File: config.mk
export PLATFORM = sky130hd
export DESIGN_NAME = updown_mod_counter
export DESIGN_NICKNAME = d
export VERILOG_FILES = /design/src/rtl/updown_mod_counter.sv
export SDC_FILE = /design/constraint.sdc
export NUM_CORES = 1
export LEC_CHECK = 0
export BUFFER_PORTS_ARGS = -buffer_cell sky130_fd_sc_hd__buf_2
export CORE_MARGIN = 1.5
export CORE_UTILIZATION = 30
export DETAILED_ROUTE_END_ITERATION = 10
export MAX_ROUTING_LAYER = met4
export SKIP_CTS_REPAIR_TIMING = 1
export SLEW_MARGIN = 20
export SYNTH_ARGS = -nofsm -noshare
export SYNTH_HDL_FRONTEND = slang
export SYNTH_SLANG_ARGS = --single-unit
File: constraint.sdc
create_clock -name clk -period 5.7 [get_ports clk]
set_clock_uncertainty 0.2 [all_clocks]
set_input_delay 0.855 -clock clk [delete_from_list [all_inputs] [get_ports clk]]
set_output_delay 0.855 -clock clk [all_outputs]
set_load 0.02 [all_outputs]
File: src/rtl/updown_mod_counter.sv
// Up/down modulo counter with a clock-enable prescaler, synchronous load and wrap/terminal-count flags.
// Runs entirely in the clk domain: the prescaler produces a one-cycle enable strobe, not a derived clock.
module updown_mod_counter #(
    parameter int unsigned WIDTH   = 4,
    parameter int unsigned MAX_VAL = 2**WIDTH - 1,
    parameter int unsigned DIV     = 50_000_000
) (
    input  logic             clk,
    input  logic             Clear_n,
    input  logic             sync_clr,
    input  logic             en,
    input  logic [1:0]       sel,
    input  logic [WIDTH-1:0] load_val,
    output logic [WIDTH-1:0] Q,
    output logic             tick,
    output logic             wrap,
    output logic             tc
);

    localparam int unsigned      PW     = (DIV > 1) ? $clog2(DIV) : 1;
    localparam logic [PW-1:0]    P_LAST = PW'(DIV - 1);
    localparam logic [WIDTH-1:0] Q_MAX  = WIDTH'(MAX_VAL);
    localparam logic [WIDTH:0]   Q_LIM  = {1'b0, Q_MAX};

    typedef enum logic [1:0] {
        MODE_HOLD = 2'b00,
        MODE_DOWN = 2'b01,
        MODE_UP   = 2'b10,
        MODE_LOAD = 2'b11
    } mode_e;

    mode_e            mode;
    logic [PW-1:0]    pcnt;
    logic             pcnt_last;
    logic [WIDTH-1:0] q_next;
    logic             wrap_next;

    assign mode      = mode_e'(sel);
    assign pcnt_last = (pcnt == P_LAST);

    // Prescaler free-runs regardless of en; tick is the registered end-of-period strobe.
    // NOTE: sequential state uses non-blocking assignments so every register samples pre-edge values.
    always_ff @(posedge clk or negedge Clear_n) begin
        if (!Clear_n) begin
            pcnt <= '0;
            tick <= 1'b0;
        end else if (sync_clr) begin
            pcnt <= '0;
            tick <= 1'b0;
        end else begin
            tick <= pcnt_last;
            pcnt <= pcnt_last ? '0 : pcnt + 1'b1;
        end
    end

    // NOTE: defaults first so no path through the case leaves a variable unassigned (no latch).
    always_comb begin
        q_next    = Q;
        wrap_next = 1'b0;
        if (en) begin
            case (mode)
                MODE_LOAD: begin
                    // Zero-extended compare keeps the clamp meaningful when MAX_VAL is all ones.
                    q_next = ({1'b0, load_val} > Q_LIM) ? Q_MAX : load_val;
                end
                MODE_DOWN: begin
                    if (tick) begin
                        if (Q == '0) begin
                            q_next    = Q_MAX;
                            wrap_next = 1'b1;
                        end else begin
                            q_next = Q - 1'b1;
                        end
                    end
                end
                MODE_UP: begin
                    if (tick) begin
                        if (Q >= Q_MAX) begin
                            q_next    = '0;
                            wrap_next = 1'b1;
                        end else begin
                            q_next = Q + 1'b1;
                        end
                    end
                end
                default: begin
                    q_next = Q;
                end
            endcase
        end
    end

    always_ff @(posedge clk or negedge Clear_n) begin
        if (!Clear_n) begin
            Q    <= '0;
            wrap <= 1'b0;
        end else if (sync_clr) begin
            Q    <= '0;
            wrap <= 1'b0;
        end else begin
            Q    <= q_next;
            wrap <= wrap_next;
        end
    end

    assign tc = ((mode == MODE_UP) && (Q == Q_MAX)) || ((mode == MODE_DOWN) && (Q == '0));

endmodule
==> metrics.cfg <==
[place]
hpwl_mm=2.54
port_buffers=16
dpl_worst_slack_ps=2900
gp_congestion=0.788

[min_path]
min_path_type=flop to flop
hold_depth=1
hp-start=pcnt[0]$_DFF_PN0_

[layout]
layout_commonest_cell=dfrtp_1
most-common-layout-cells=dfrtp_1, nor2_1, buf_2
syn_to_final_growth_pct=11.5
multiInputGateArea_sq_um=980
antennaDiodeCount=0
regArea_sq_um=801
filler_cell_count=615
layout-drive-gt1-share_pct=13.8
fin_nets=233

[clock_tree]
htree_levels=2
cts.sinks=32
clockRootBuffer=clkbuf_8
path_clk_slew_ps=70
clock_path_buffers=2
clk_latency_ps=280
cts_tree=done
numCtsBuffers=5

[critical_path]
critical_path.endpoint_type=primary output
critPathArrivalTime_ps=1660
required_ps=4640
start_kind=flop
path_class=flop to primary output
r2r_cells=4
cp_max_fo=7
r2r-start=pcnt[10]$_DFF_PN0_
crit_start=Q[0]$_DFFE_PN0P_

[timing]
min_period_ps=2710
fin_ws_ps=2990
slew_violations=0
hold_viol=0
rsz0062_at_grt=no
worstMarginPinSlew_ps=927
setup_viol=0
tns_ps=0
finalCritPeriodShare_pct=47.6
fmax_ghz=0.369
max_slew_margin_pct=38.2

[yosys]
synthCells=203
syn_area_per_cell_sq_um=9.21
synth_edf_count=0
ys_warn_count=0
ys_seq_elements=32
ys_seq_area_share_pct=42.8
ys_types=46
synth_nets=219
async_flop_share_pct=100
syn_area_sq_um=1870
synth_ff_type=dfrtp_1

[grt]
overflow=0
grt_max_degree=33
grt_first_pass_wirelength_mm=6.76
grt_pass1_vias=1430
grtUsageTotal_pct=13.5
antenna_found_initial=0

[floorplan]
fp-row-count=28
pin_count=17
die_h_um=82.0
initial_core_util_pct=31.4
core_sq_um=5960
die_w_um=82.0
dieArea_sq_um=6720

[route]
initialDrtViolationCount=62
dr_total_vias=1518
finalWirelength_mm=3.74
dr.pass1.iters=4
routedWlPerCell_um=12.8
drcViolationCount=0
via_per_inst=5.18
drtAntennaViolNets=0

[pwr]
peakVddDrop_v=0.000105
power_density_nw_per_um2=220
p_leak_nw=0.874

[status]
status=finished clean

[run]
max-cap-violations=0

synthesized netlist by cell type, types with 2 or more instances:
cell type	number	share of area, %
o31ai_1	7	2.8
nand4_1	6	2.0
and4_2	2	1.1
and4_1	3	1.4
xor2_1	6	2.8
ha_1	6	4.0
xnor2_1	7	3.3
a21oi_1	14	3.7
buf_4	2	0.80
nand2b_1	2	0.67
nand2_1	14	2.8
nor4_1	2	0.67
or4_1	7	2.8
nor3_1	4	1.1
dfrtp_1	32	43
nor2_1	20	4.0
mux2i_1	3	1.6
clkbuf_1	5	1.0
nand3_1	12	3.2
o21ai_0	9	2.4
inv_1	11	2.2
or3_1	5	1.7
layout make-up:
type | count | share of cell area (%)
multi-input cells | 151 | 47.0
flip-flops and latches | 32 | 38.4
well taps | 75 | 4.50
clock buffers | 8 | 4.32
repair buffers | 16 | 3.84
inverters | 11 | 1.98
through the flow:
step | cell area (sq um) | cells | hold slack, ps | power, mW | utilization (%)
floorplan | 1870 | 203 | 265 | 0.269 | -
global placement | 2000 | 285 | 298 | 0.284 | 33.5
detailed placement | 2000 | 285 | 306 | 0.284 | 33.5
CTS | 2090 | 293 | 315 | 0.465 | 35.0
global route | 2090 | 293 | 345 | 0.483 | 35.0
finish | 2090 | 293 | 310 | 0.458 | 35.0
cells by family after synthesis:
| logic type | Yosys count | share of synthesized area (%) |
|---|---|---|
| AOI/OAI and AO/OA | 43 | 14.9 |
| and+or+nand+nor | 86 | 25.8 |
| DFF | 32 | 42.8 |
| buffers and inverters | 20 | 4.82 |
| muxes | 3 | 1.61 |
| xor gates and xnor gates | 13 | 6.09 |
| adders and majority gates | 6 | 4.01 |
flip-flops by register name, indices dropped and copies added (netlist names):
| signal | cells |
|---|---|
| Q | 4 |
| pcnt | 26 |
| tick | 1 |
| wrap | 1 |
worst paths after layout:
| check | to | slack (ps) |
|---|---|---|
| max | tc | 2990 |
| min | pcnt[0]$_DFF_PN0_ | 310 |
| max reg2reg | pcnt[2]$_DFF_PN0_ | 3090 |
| min reg2reg | pcnt[0]$_DFF_PN0_ | 310 |
| max in group asynchronous | Q[3]$_DFFE_PN0P_ | 4420 |
| min in group asynchronous | pcnt[2]$_DFF_PN0_ | 420 |
where the power goes:
group	internal [mW]	total, mW	switching, mW
Sequential	0.230	0.237	0.00608
Combinational	0.0159	0.0429	0.0269
Clock	0.0984	0.179	0.0803
per-layer routing:
layer,global-route usage (%),share of wire [%]
met1,17.3,49
met4,5.08,1.4
met5,-,0
met2,20.7,45
met3,3.00,4.5
critical path, stage by stage, from the launching register on:
cell and delay (ps):
dfrtp_1 440, inv_1 120, ha_1 200, nor3b_1 310, nand2_1 90, nand2_1 70, buf_2 150
No activity file was read; power rests on OpenSTA's default activity.
